## config.mk

```make
export PLATFORM = sky130hd
export DESIGN_NAME = irq_entry_seq_flat
export DESIGN_NICKNAME = d
export VERILOG_FILES = /design/src/rtl/irq_entry_seq_if.sv /design/src/rtl/irq_entry_seq.sv /design/src/flat_wrapper.sv
export SDC_FILE = /design/constraint.sdc
export NUM_CORES = 1
export LEC_CHECK = 0
export BUFFER_PORTS_ARGS = -buffer_cell sky130_fd_sc_hd__buf_2
export CELL_PAD_IN_SITES_DETAIL_PLACEMENT = 2
export CELL_PAD_IN_SITES_GLOBAL_PLACEMENT = 2
export CORE_MARGIN = 5
export CORE_UTILIZATION = 33
export CTS_BUF_LIST = sky130_fd_sc_hd__clkbuf_4
export DETAILED_ROUTE_END_ITERATION = 10
export PLACE_DENSITY_LB_ADDON = 0.25
export SYNTH_ARGS = -nofsm -noshare
export SYNTH_HDL_FRONTEND = slang
export SYNTH_SLANG_ARGS = --single-unit
```

## constraint.sdc

```tcl
create_clock -name clk -period 4.29 [get_ports clk]
set_input_delay 0.858 -clock clk [delete_from_list [all_inputs] [get_ports clk]]
set_output_delay 0.858 -clock clk [all_outputs]
set_load 0.03 [all_outputs]
```

## src/rtl/irq_entry_seq_if.sv

```systemverilog
// irq_entry_seq_if
//   Groups the interrupt handshake and the system bus signals of the CPU-side
//   interrupt entry sequencer.
//   master : the sequencer (drives iack and the bus strobes/address/data)
//   slave  : the interrupt controller / bus arbiter side
//   Signals:
//     cpu_irq          request level (bit0 = NMI, bits[3:1] = levels 1..3)
//     cpu_iack         interrupt acknowledge strobe
//     bus_address_out  24-bit bus address
//     bus_data_in      bus read data (vector byte during the iack cycle)
//     bus_data_out     stack write data
//     bus_read         read strobe
//     bus_write        write strobe
//     bus_wait         holds the current bus cycle while high
interface irq_entry_seq_if;
    logic [3:0]  cpu_irq;
    logic        cpu_iack;
    logic [23:0] bus_address_out;
    logic [7:0]  bus_data_in;
    logic [7:0]  bus_data_out;
    logic        bus_read;
    logic        bus_write;
    logic        bus_wait;

    modport master (
        input  cpu_irq,
        input  bus_data_in,
        input  bus_wait,
        output cpu_iack,
        output bus_address_out,
        output bus_data_out,
        output bus_read,
        output bus_write
    );

    modport slave (
        output cpu_irq,
        output bus_data_in,
        output bus_wait,
        input  cpu_iack,
        input  bus_address_out,
        input  bus_data_out,
        input  bus_read,
        input  bus_write
    );
endinterface

```

## src/rtl/irq_entry_seq.sv

```systemverilog
// irq_entry_seq
//   CPU-side interrupt entry sequencer. At an instruction boundary it accepts
//   a pending request whose level beats the status-register mask (or an NMI),
//   runs the acknowledge cycle to get the vector, pushes CB (optional), PC and
//   SC onto the stack, fetches the 16-bit handler address and commits the new
//   PC/SP/SC to the core with one-cycle write enables.
//   Ports:
//     clk, reset              clock, asynchronous active-high reset
//     instr_boundary          core is between instructions
//     bus                     irq handshake + system bus (master modport)
//     sc_in/pc_in/sp_in/cb_in current core status, PC, SP, code bank
//     busy                    sequence in progress
//     pc_out/pc_we            new PC and its load strobe
//     sp_out/sp_we            new SP and its load strobe
//     sc_out/sc_we            new SC and its load strobe
module irq_entry_seq #(
    parameter int unsigned PUSH_CB     = 1,
    parameter logic [7:0]  VECTOR_PAGE = 8'h00,
    parameter logic [7:0]  STACK_PAGE  = 8'h00
) (
    input  logic                   clk,
    input  logic                   reset,
    input  logic                   instr_boundary,
    irq_entry_seq_if.master        bus,
    input  logic [7:0]             sc_in,
    input  logic [15:0]            pc_in,
    input  logic [15:0]            sp_in,
    input  logic [7:0]             cb_in,
    output logic                   busy,
    output logic [15:0]            pc_out,
    output logic                   pc_we,
    output logic [15:0]            sp_out,
    output logic                   sp_we,
    output logic [7:0]             sc_out,
    output logic                   sc_we
);

    typedef enum logic [3:0] {
        ST_IDLE,
        ST_ACK,
        ST_PUSH_CB,
        ST_PUSH_PCH,
        ST_PUSH_PCL,
        ST_PUSH_SC,
        ST_VEC_LO,
        ST_VEC_HI,
        ST_COMMIT
    } state_t;

    state_t      state;
    state_t      state_next;

    logic [2:0]  irq_level;
    logic        accept;
    logic        bus_step;

    logic [15:0] pc_q;
    logic [15:0] sp_q;
    logic [7:0]  sc_q;
    logic [7:0]  cb_q;
    logic [2:0]  level_q;
    logic [7:0]  vec_q;
    logic [7:0]  vec_lo_q;
    logic [7:0]  vec_hi_q;

    logic [15:0] sp_dec;
    logic [1:0]  new_mask;

    // NMI decodes as level 4 so it always beats the 2-bit mask.
    always_comb begin
        irq_level = 3'd0;
        if (bus.cpu_irq[0]) begin
            irq_level = 3'd4;
        end else if (bus.cpu_irq[3]) begin
            irq_level = 3'd3;
        end else if (bus.cpu_irq[2]) begin
            irq_level = 3'd2;
        end else if (bus.cpu_irq[1]) begin
            irq_level = 3'd1;
        end
    end

    assign accept   = (state == ST_IDLE) && instr_boundary &&
                      ((irq_level == 3'd4) || (irq_level > {1'b0, sc_in[7:6]}));
    assign bus_step = !bus.bus_wait;
    assign sp_dec   = sp_q - 16'd1;
    assign new_mask = (level_q == 3'd4) ? 2'b11 : level_q[1:0];

    // State register
    always_ff @(posedge clk or posedge reset) begin
        if (reset) begin
            state <= ST_IDLE;
        end else begin
            state <= state_next;
        end
    end

    // Next-state logic; every bus state holds while bus_wait is high.
    always_comb begin
        state_next = state;
        case (state)
            ST_IDLE: begin
                if (accept) begin
                    state_next = ST_ACK;
                end
            end
            ST_ACK: begin
                if (bus_step) begin
                    state_next = (PUSH_CB != 0) ? ST_PUSH_CB : ST_PUSH_PCH;
                end
            end
            ST_PUSH_CB:  if (bus_step) state_next = ST_PUSH_PCH;
            ST_PUSH_PCH: if (bus_step) state_next = ST_PUSH_PCL;
            ST_PUSH_PCL: if (bus_step) state_next = ST_PUSH_SC;
            ST_PUSH_SC:  if (bus_step) state_next = ST_VEC_LO;
            ST_VEC_LO:   if (bus_step) state_next = ST_VEC_HI;
            ST_VEC_HI:   if (bus_step) state_next = ST_COMMIT;
            ST_COMMIT:   state_next = ST_IDLE;
            default:     state_next = ST_IDLE;
        endcase
    end

    // Context latches. SP only moves when a push actually completes, so a
    // waited push performs a single decrement.
    always_ff @(posedge clk or posedge reset) begin
        if (reset) begin
            pc_q     <= '0;
            sp_q     <= '0;
            sc_q     <= '0;
            cb_q     <= '0;
            level_q  <= '0;
            vec_q    <= '0;
            vec_lo_q <= '0;
            vec_hi_q <= '0;
        end else begin
            case (state)
                ST_IDLE: begin
                    if (accept) begin
                        pc_q    <= pc_in;
                        sp_q    <= sp_in;
                        sc_q    <= sc_in;
                        cb_q    <= cb_in;
                        level_q <= irq_level;
                    end
                end
                ST_ACK: begin
                    if (bus_step) begin
                        vec_q <= bus.bus_data_in & 8'hFE;
                    end
                end
                ST_PUSH_CB, ST_PUSH_PCH, ST_PUSH_PCL, ST_PUSH_SC: begin
                    if (bus_step) begin
                        sp_q <= sp_dec;
                    end
                end
                ST_VEC_LO: begin
                    if (bus_step) begin
                        vec_lo_q <= bus.bus_data_in;
                    end
                end
                ST_VEC_HI: begin
                    if (bus_step) begin
                        vec_hi_q <= bus.bus_data_in;
                    end
                end
                default: ;
            endcase
        end
    end

    // Outputs are decoded from state and latches only, so an async reset
    // clears them immediately and they stay stable across wait cycles.
    always_comb begin
        busy                = (state != ST_IDLE);
        bus.cpu_iack        = 1'b0;
        bus.bus_read        = 1'b0;
        bus.bus_write       = 1'b0;
        bus.bus_address_out = '0;
        bus.bus_data_out    = '0;
        pc_out              = '0;
        pc_we               = 1'b0;
        sp_out              = '0;
        sp_we               = 1'b0;
        sc_out              = '0;
        sc_we               = 1'b0;
        case (state)
            ST_ACK: begin
                bus.cpu_iack = 1'b1;
                bus.bus_read = 1'b1;
            end
            ST_PUSH_CB: begin
                bus.bus_write       = 1'b1;
                bus.bus_address_out = {STACK_PAGE, sp_dec};
                bus.bus_data_out    = cb_q;
            end
            ST_PUSH_PCH: begin
                bus.bus_write       = 1'b1;
                bus.bus_address_out = {STACK_PAGE, sp_dec};
                bus.bus_data_out    = pc_q[15:8];
            end
            ST_PUSH_PCL: begin
                bus.bus_write       = 1'b1;
                bus.bus_address_out = {STACK_PAGE, sp_dec};
                bus.bus_data_out    = pc_q[7:0];
            end
            ST_PUSH_SC: begin
                bus.bus_write       = 1'b1;
                bus.bus_address_out = {STACK_PAGE, sp_dec};
                bus.bus_data_out    = sc_q;
            end
            ST_VEC_LO: begin
                bus.bus_read        = 1'b1;
                bus.bus_address_out = {VECTOR_PAGE, 8'h00, vec_q};
            end
            ST_VEC_HI: begin
                // vec is even, so setting bit0 is the +1 with no carry.
                bus.bus_read        = 1'b1;
                bus.bus_address_out = {VECTOR_PAGE, 8'h00, vec_q | 8'h01};
            end
            ST_COMMIT: begin
                pc_out = {vec_hi_q, vec_lo_q};
                pc_we  = 1'b1;
                sp_out = sp_q;
                sp_we  = 1'b1;
                sc_out = {new_mask, sc_q[5:0]};
                sc_we  = 1'b1;
            end
            default: ;
        endcase
    end

endmodule

```

## src/flat_wrapper.sv

```systemverilog
// flat-port wrapper written by rule: the top's interface ports become plain ports
module irq_entry_seq_flat 
#(
    parameter int unsigned PUSH_CB     = 1,
    parameter logic [7:0]  VECTOR_PAGE = 8'h00,
    parameter logic [7:0]  STACK_PAGE  = 8'h00
)
  (clk, reset, instr_boundary, sc_in, pc_in, sp_in, cb_in, busy, pc_out, pc_we, sp_out, sp_we, sc_out, sc_we, bus_cpu_irq, bus_bus_data_in, bus_bus_wait, bus_cpu_iack, bus_bus_address_out, bus_bus_data_out, bus_bus_read, bus_bus_write);
  irq_entry_seq_if bus_i ();
  input  logic clk;
  input  logic reset;
  input  logic instr_boundary;
  input  logic [7:0] sc_in;
  input  logic [15:0] pc_in;
  input  logic [15:0] sp_in;
  input  logic [7:0] cb_in;
  output logic busy;
  output logic [15:0] pc_out;
  output logic pc_we;
  output logic [15:0] sp_out;
  output logic sp_we;
  output logic [7:0] sc_out;
  output logic sc_we;
  input wire logic [$bits(bus_i.cpu_irq)-1:0] bus_cpu_irq;
  input wire logic [$bits(bus_i.bus_data_in)-1:0] bus_bus_data_in;
  input wire logic [$bits(bus_i.bus_wait)-1:0] bus_bus_wait;
  output wire logic [$bits(bus_i.cpu_iack)-1:0] bus_cpu_iack;
  output wire logic [$bits(bus_i.bus_address_out)-1:0] bus_bus_address_out;
  output wire logic [$bits(bus_i.bus_data_out)-1:0] bus_bus_data_out;
  output wire logic [$bits(bus_i.bus_read)-1:0] bus_bus_read;
  output wire logic [$bits(bus_i.bus_write)-1:0] bus_bus_write;
  assign bus_i.cpu_irq = bus_cpu_irq;
  assign bus_i.bus_data_in = bus_bus_data_in;
  assign bus_i.bus_wait = bus_bus_wait;
  assign bus_cpu_iack = bus_i.cpu_iack;
  assign bus_bus_address_out = bus_i.bus_address_out;
  assign bus_bus_data_out = bus_i.bus_data_out;
  assign bus_bus_read = bus_i.bus_read;
  assign bus_bus_write = bus_i.bus_write;
  irq_entry_seq #(.PUSH_CB(PUSH_CB), .VECTOR_PAGE(VECTOR_PAGE), .STACK_PAGE(STACK_PAGE)) u_core (.clk(clk), .reset(reset), .instr_boundary(instr_boundary), .bus(bus_i), .sc_in(sc_in), .pc_in(pc_in), .sp_in(sp_in), .cb_in(cb_in), .busy(busy), .pc_out(pc_out), .pc_we(pc_we), .sp_out(sp_out), .sp_we(sp_we), .sc_out(sc_out), .sc_we(sc_we));
endmodule
```

### Yosys cells after proc, flatten, opt, wreduce, memory -nomap -nowiden

Cells that the tools add are included.

* flip-flop bits (word level): 78
* latch bits: 0
* bits in writable memories: 0
* ROM bits: 0
* bits of input ports: 64
* output and inout port bits: 79
* logic and storage cells: 71
* memories: 0

* $add $sub $neg: 1
* multiply operators: 0
* divide/modulo/power cells: 0
* order comparisons: 1
* eq/ne operators: 19
* shifts and indexed selects: 0
* multiplexer cells: 26
* bitwise operators: 1
* reductions and logical operators: 14

Operator list (count)
* 2-to-1 mux 16 bit: 4
* case mux 16 bit (3 select lines): 1
* 2-to-1 mux 4 bit: 8
* case mux 16 bit (2 select lines): 1
* case mux 4 bit (8 select lines): 1
* case mux 8 bit (4 select lines): 1
* equality test 4 x 3 -> 1 bit (second input constant): 4
* != test 2 bit (second input constant): 8
* subtractor 16 x 1 -> 16 bit (second input constant): 1
* 2-to-1 mux 3 bit: 3
* equality test 4 x 2 -> 1 bit (second input constant): 2
* 2-to-1 mux 8 bit: 1
* AND reduction 2 bit: 4
* AND reduction 8 bit: 1
* equality test 3 bit (second input constant): 2
* 2-to-1 mux 1 bit: 5
* equality test 4 x 1 -> 1 bit (second input constant): 1
* equality test 4 bit (second input constant): 1
* zero test 4 bit: 1
* nonzero test 4 bit: 1
* OR reduction 4 bit: 1
* > comparator 3 x 2 -> 1 bit: 1
* AND reduction 3 bit: 1
* OR reduction 3 bit: 1
* other kinds (6): 7

### Logic depth before layout (Yosys ltp)

Gate-level depths: netlist of the first run.

* depth in word-level cells: 9
* depth in mapped cells: 10
* depth with buffers taken out: 8

### Least setup slack after synthesis of the first run

OpenSTA, ideal clock, no wires.

* path type: register -> output
* start: reg u_core.sp_q[2]
* end: out bus_bus_address_out[5]
* arrival: 2.287 ns
* required time: 3.432 ns
* slack: 1.145 ns
* stages on the path, launching flop included: 7
* buffers on the path: 1
* cell sequence: dfrtp_1 -> buf_6 -> or4_4 -> nor2_2 -> xor2_1 -> a21oi_1 -> nor4_1

* cells in the longest elaborated chain, start to end: 2

Ends and longest elaborated chain
* start: declaration: RTL line irq_entry_seq.sv:58 `logic [15:0] sp_q;`
* start signal: assignment: RTL line irq_entry_seq.sv:140 `sp_q <= sp_in;`
* start signal: assignment: RTL line irq_entry_seq.sv:153 `sp_q <= sp_dec;`
* subtractor 16 x 1 -> 16 bit: RTL line irq_entry_seq.sv:86 `assign sp_dec = sp_q - 16'd1;`
* case mux 16 bit (3 select lines): RTL line irq_entry_seq.sv:186 `case (state)`
* end: declaration: RTL line flat_wrapper.sv:28 `output wire logic [$bits(bus_i.bus_address_out)-1:0] bus_bus_address_out;`

No other way between the ends.

### Worst setup path in the final report of the first run

* start: reg u_core.sp_q[0]
* end: out bus_bus_address_out[14]

The elaborated chain is that of the path after synthesis.

==> out/qor.yml, run 1 <==
sta:
  max_freq_mhz: 275
  rsz0062_at_grt: "no"
  tightest_slew_ps: 1100
  timing.final.ws_setup_ps: 656
  skew_ps: 10.1
  slew_headroom_pct: 26.8
  period_share_pct: 84.7
  whs_ps: 484
  setup_tns_ps: 0
  finalCriticalPeriod_ps: 3630
  drv_slew: 0
  final-hold-violation-count: 0
  setup_viol: 0
global_routing:
  grt_pass1_vias: 4412
  antenna_found_initial: 1
  globalRouteOverflowTotal: 0
  grt_usage_pct: 18.1
  grt_first_pass_wirelength_um: 23300
  grt_max_degree: 61
detailed_routing:
  viasPerCell: 4.97
  wirelength_um: 14400
  wl_per_cell_um: 17.8
  drtAntennaViolNets: 0
  firstDrtPassIters: 4
  drcViolationCount: 0
  vias: 4019
  drt_iter0_drc: 113
critical_path:
  r2r-start: "u_core.state[1]"
  endpoint: "bus_bus_address_out[14]"
  crit_type: "flop to primary output"
  crit_path_end_kind: "primary output"
  reg2regPathDepth: 6
  worst-path-max-fanout: 8
  r2r-end: "u_core.sp_q[7]"
  cp-start-kind: "flop"
  r2r_setup_slack_ps: 1730
  crit_start: "u_core.sp_q[0]"
  cp.required_ps: 3430
  cp.arrival_ps: 2780
synth:
  netlist_top_cells_count: "nand2_1, dfrtp_1, and2_1, nor2_1, a21oi_1"
  synthTopCellsByArea: "dfrtp_1, nand2_1, and2_1"
  synth_edf_count: 0
  ys_ff_latch: 78
  avgSynthCellArea_um2: 8.91
  yosysMostFrequentCell: "nand2_1"
  synth_top_cell_by_area: "dfrtp_1"
  netlist.area_leader.share_pct: 43.1
  yosysWarnings: 0
  synthFlopType: "dfrtp_1"
  syn-cell-area_um2: 4530
  synth_async_sr_flop_share_pct: 100
  post_synth_num_cell_types: 61
  netlist_instances: 508
  ys_seq_area_share_pct: 43.1
pwr:
  vdd_ir_drop_max_mv: 0.208
  p_per_area_nw_per_um2: 753
  power_mw: 4.07
  leakage_nw: 2.77
place:
  placed_area_um2: 5260
  dp.cells: 791
  hpwlAfterDp_um: 10800
  post-place-ws_ps: 1030
  routabilityCongestion: 0.781
  io_buffers: 134
floorplan:
  rows: 42
  die_x_um: 127
  die_h_um: 127
  start_util_pct: 33.9
  io_pins: 143
  core_um2: 13300
  dieArea_um2: 16200
finish:
  fin_area_um2: 5400
  num-nets-final: 693
  syn_to_final_growth_pct: 19.3
  drive_gt1_share_pct: 31.1
  fin_util_pct: 40.5
  stdcell_count: 808
clocking:
  ctsResizeCount: 0
  numCtsBuffers: 9
  clockBufferDepth: 2
  clock_latency_ps: 450
  clockRootBuffer: "clkbuf_4"
  cts_setup_buffers: 0
  cts_sinks: 78
  clk_pin_slew_ps: 120
  postCtsHoldBufs: 0
  cts_tree: "built"
  cts.htree.levels: 3
job:
  maxCapViolCount: 0
status:
  run_status: "finished clean"
worst_hold_path:
  hold_class: "flop to flop"
-- sequential cells by signal (all words and copies together), names as in the netlist --
register and count:
u_core.vec_lo_q 8, u_core.cb_q 8, u_core.sp_q 16, u_core.vec_hi_q 8, u_core.pc_q 16, u_core.state 4
u_core.level_q 3, u_core.sc_q 8, u_core.vec_q 7
-- per-layer routing --
metal	wire [um]	up-vias	share of wire, %	GRT usage, %
met2	7290	91	51	32.0
met3	616	13	4.3	3.26
met4	226	0	1.6	6.12
met5	0	-	0	0
li1	-	1933	-	-
met1	6250	1982	43	22.1
-- logic make-up after synthesis --
| family | Yosys count | synth area share [%] |
|---|---|---|
| flip-flops | 78 | 43.1 |
| AO/OA/AOI/OAI | 79 | 11.1 |
| XOR/XNOR | 13 | 2.52 |
| other | 1 | 0.0828 |
| multiplexers | 41 | 9.62 |
| adder cells (fa/ha/maj) | 3 | 0.829 |
| AND/OR/NAND/NOR | 242 | 26.7 |
| buffers and inverters | 51 | 6.00 |
-- how the worst min path moves through the flow --
stage / slack [ps] / endpoint / cells after the start / start
3_3_place_gp: 450 / u_core.vec_hi_q[4] / 2 / u_core.vec_hi_q[4]
4_1_cts: 490 / u_core.vec_hi_q[2] / 2 / u_core.vec_hi_q[2]
2_1_floorplan: 440 / u_core.vec_hi_q[0] / 2 / u_core.vec_hi_q[0]
3_5_place_dp: 460 / u_core.vec_hi_q[2] / 2 / u_core.vec_hi_q[2]
5_1_grt: 510 / u_core.vec_hi_q[2] / 2 / u_core.vec_hi_q[2]
6_report: 480 / u_core.vec_hi_q[2] / 2 / u_core.vec_hi_q[2]
-- placed cells by master (no fill, tap or decap), types with 3 or more instances in the layout --
master and instances:
xor2_1 4, inv_1 8, o22ai_1 11, xnor2_1 9, buf_4 5, mux2_2 20
nand2_1 122, o21ai_0 16, a21o_1 4, o22a_1 3, ha_1 3, clkinv_4 3
nand3_1 4, nor2_1 34, nor2b_1 4, nor4_1 5, buf_2 134, nand2b_1 5
nor3_1 5, o2bb2ai_1 3, clkbuf_4 11, nor4_4 3, and2_1 40, dfrtp_1 78
conb_1 8, mux2i_1 21, a21oi_1 24
-- worst max-delay path, cell delays in order (launching register included) --
cell     delay [ps]
dfrtp_1         510
inv_1           160
ha_1            250
nor3b_2         370
nand3_2         250
or3_1           420
a21oi_1         140
buf_2           220
-- final cells by class --
class,count,area (um^2)
well taps,176,220
fillers,1549,7950
clock buffers,11,82.6
inverters,12,47.5
flip-flops and latches,78,1950
diodes,1,2.50
clock inverters,5,60.1
multi-input cells,386,2330
repair buffers,139,708
-- report_power, final --
part | internal [mW] | switching [mW] | leakage, nW
sequential | 1.08 | 0.356 | 0.955
combinational | 0.773 | 1.39 | 1.73
clock | 0.192 | 0.279 | 0.0787
Power figures use the tool's default switching activity.
==> run 2: changes to the inputs <==
--- a/config.mk
+++ b/config.mk
@@ -9,7 +9,7 @@
 export CELL_PAD_IN_SITES_DETAIL_PLACEMENT = 2
 export CELL_PAD_IN_SITES_GLOBAL_PLACEMENT = 2
 export CORE_MARGIN = 5
-export CORE_UTILIZATION = 33
+export CORE_UTILIZATION = 28
 export CTS_BUF_LIST = sky130_fd_sc_hd__clkbuf_4
 export DETAILED_ROUTE_END_ITERATION = 10
 export PLACE_DENSITY_LB_ADDON = 0.25
==> constraint.sdc (replaced) <==
create_clock -name clk -period 2.92 [get_ports clk]
set_input_delay 0.584 -clock clk [delete_from_list [all_inputs] [get_ports clk]]
set_output_delay 0.584 -clock clk [all_outputs]
set_load 0.03 [all_outputs]
==> run 2 against run 1 <==
  * Highest routed layer is now met5
  * The run now ends with negative setup slack left
  * Sequential share of layout area fell by 3.7 points
  * Clock-buffer cell count fell by 2
  * Worst hold slack got worse by 300 ps
  * Wire length rose by 15%
==> out/qor.yml, run 2 (same netlist as run 1, synthesis figures left out) <==
pwr:
  seq_power_share_pct: 30.2  # -5.0 points
  p_sw_share_pct: 48.8  # -1.0 points
  combPwrFrac_pct: 59.9  # +6.7 points
  leakage_nw: 3.03  # +9.6%
  vdd_ir_drop_max_mv: 0.407  # +96%
  p_per_area_nw_per_um2: 1130  # +49%
  p_clk_share_pct: 9.9  # -1.7 points
  power_mw: 6.82  # +67%
  p_int_mw: 3.49  # +71%
  switching_power_mw: 3.33  # +64%
critical_path:
  crit_path_end_kind: "primary output"
  crit_type: "flop to primary output"
  crit_path_max_incr_delay_ps: 510  # about the same
  path_cells: "inv_4 > ha_4 > or3b_1 > o31a_1 > nor2_4 > nand2_1 > o2bb2ai_1 > buf_4"
  cp-start-kind: "flop"
  endpoint: "bus_bus_address_out[6]"
  cp.depth: 8  # +1
  crit_family: "simple AND/OR/NAND/NOR gates"
  r2r-end: "u_core.sp_q[2]"
  cp.required_ps: 2340  # -1090 ps
  cp.arrival_ps: 2470  # -310 ps
  worst-path-max-fanout: 6  # -2
  crit_slowest_cell: "dfrtp_2"
  crit_start: "u_core.sp_q[0]"
  cp_num_buf_inv: 2  # unchanged
  r2r_setup_slack_ps: 730  # -1000 ps
  r2r-start: "u_core.state[1]"
  reg2regPathDepth: 6  # unchanged
floorplan:
  die_x_um: 137  # +7.9%
  rows: 46  # +9.5%
  dieArea_um2: 18800  # +16%
  core_um2: 15900  # +19%
  io_pins: 143  # unchanged
  start_util_pct: 28.5  # -5.4 points
  die_h_um: 137  # +7.9%
status:
  run_status: "complete, but fails checks"
  violations: "negative setup slack"
sta:
  period_share_pct: 104
  max_freq_mhz: 328
  tightest_slew_ps: 690  # -405 ps
  drv_slew: 0  # unchanged
  skew_ps: 20.6  # +10.5 ps
  timing.final.ws_setup_ps: -131  # -787 ps
  finalCriticalPeriod_ps: 3050
  rsz0062_at_grt: "yes"
  setup_viol: 5  # +5
  slew_headroom_pct: 54.0  # +27 points
  final-hold-violation-count: 0  # unchanged
  whs_ps: 189  # -295 ps
place:
  io_buffers: 134  # unchanged
  hpwlAfterDp_um: 11300  # +5.0%
  dp.cells: 846  # +7.0%
  post-place-ws_ps: 158  # -872 ps
  routabilityCongestion: 0.794  # +1.6%
clocking:
  clk_pin_slew_ps: 140  # +20 ps
  clockBufferDepth: 2  # unchanged
  numCtsBuffers: 9  # unchanged
  clockRootBuffer: "clkbuf_4"
  cts_sinks: 78  # unchanged
  clock_latency_ps: 470  # +20 ps
  cts.htree.levels: 3  # unchanged
  cts_tree: "built"
detailed_routing:
  wl_per_cell_um: 18.5  # +3.8%
  drcViolationCount: 0  # unchanged
  drt_iter0_drc: 138  # +22%
  viasPerCell: 4.77  # -4.1%
  drtAntennaViolNets: 0  # unchanged
  wirelength_um: 16500  # +15%
  firstDrtPassIters: 4  # unchanged
  vias: 4257  # +5.9%
job:
  maxCapViolCount: 0  # unchanged
worst_hold_path:
  hold_class: "primary input to async pin"
global_routing:
  grt_usage_pct: 17.6  # -0.46 points
  antenna_found_initial: 2  # +1
  grt_pass1_vias: 4843  # +9.8%
  grt_max_degree: 44  # -28%
  globalRouteOverflowTotal: 0  # unchanged
  grt_first_pass_wirelength_um: 25900  # +11%
finish:
  drive_gt1_share_pct: 39.7  # +8.6 points
  fill_cells: 1835  # +18%
  layout_common_cells: "nand2_1, buf_2, dfrtp_1"
  num-nets-final: 737  # +6.3%
  largest_registers: "u_core.pc_q x16, u_core.sp_q x16"
  seq_area_um2: 1960  # +0.45%
  stdcell_count: 892  # +10%
  syn_to_final_growth_pct: 33.7
  multi_input_area_um2: 2490  # +7.1%
==> run 2: what timing repair did <==
action | CTS | global route
buffers inserted | 15 | 14
hold buffers | 0 | 0
gates resized for setup | 37 | 31
pin swaps | 11 | 4
setup endpoints to repair | 21 | 16
hold endpoints to repair | 0 | 0
==> run 2: worst min path at each step <==
stage / startpoint / to / cells past startpoint
after floorplan: u_core.vec_hi_q[0] / u_core.vec_hi_q[0] / 2
after global placement: u_core.vec_hi_q[5] / u_core.vec_hi_q[5] / 2
after detailed placement: u_core.vec_hi_q[4] / u_core.vec_hi_q[4] / 2
after CTS: reset / u_core.pc_q[1] / 2
after global routing: reset / u_core.pc_q[1] / 2
final: reset / u_core.pc_q[1] / 2
==> run 2: cell type report <==
type                       instances  share of cell area, %
tap                              216                   4.46
clock inverter                     7                   1.07
inverter                          12                  0.827
clock buffer                       9                   1.12
multi-input combinational        386                   41.2
sequential                        78                   32.4
timing repair buffer             183                   18.9
antenna                            1                 0.0413
==> run 2: layer usage <==
metal / GRT usage [%] / vias up / routed length (um)
met1: 21.9 / 2130 / 7120
met4: 4.27 / 2 / 142
met2: 30.3 / 98 / 8330
li1: - / 2014 / -
met3: 4.78 / 13 / 870
met5: 0 / - / 13
==> run 2: power groups by stage <==
stage / logic (mW) / clock network [mW] / registers (mW)
detailed placement: 3.47 / 0 / 2.08
floorplan: 2.54 / 0 / 1.89
CTS: 3.81 / 0.705 / 2.07
global route: 4.44 / 0.747 / 2.14
finish: 4.08 / 0.673 / 2.06
global placement: 3.37 / 0 / 2.03
==> run 2: metrics by stage <==
stage | setup TNS (ps) | util [%] | cell area, um^2
6_report | -407 | 38.1 | 6050
5_1_grt | -1580 | 38.1 | 6050
4_1_cts | -343 | 36.8 | 5850
3_5_place_dp | 0 | 34.4 | 5460
3_3_place_gp | 0 | 34.4 | 5460
2_1_floorplan | 0 | - | 4550
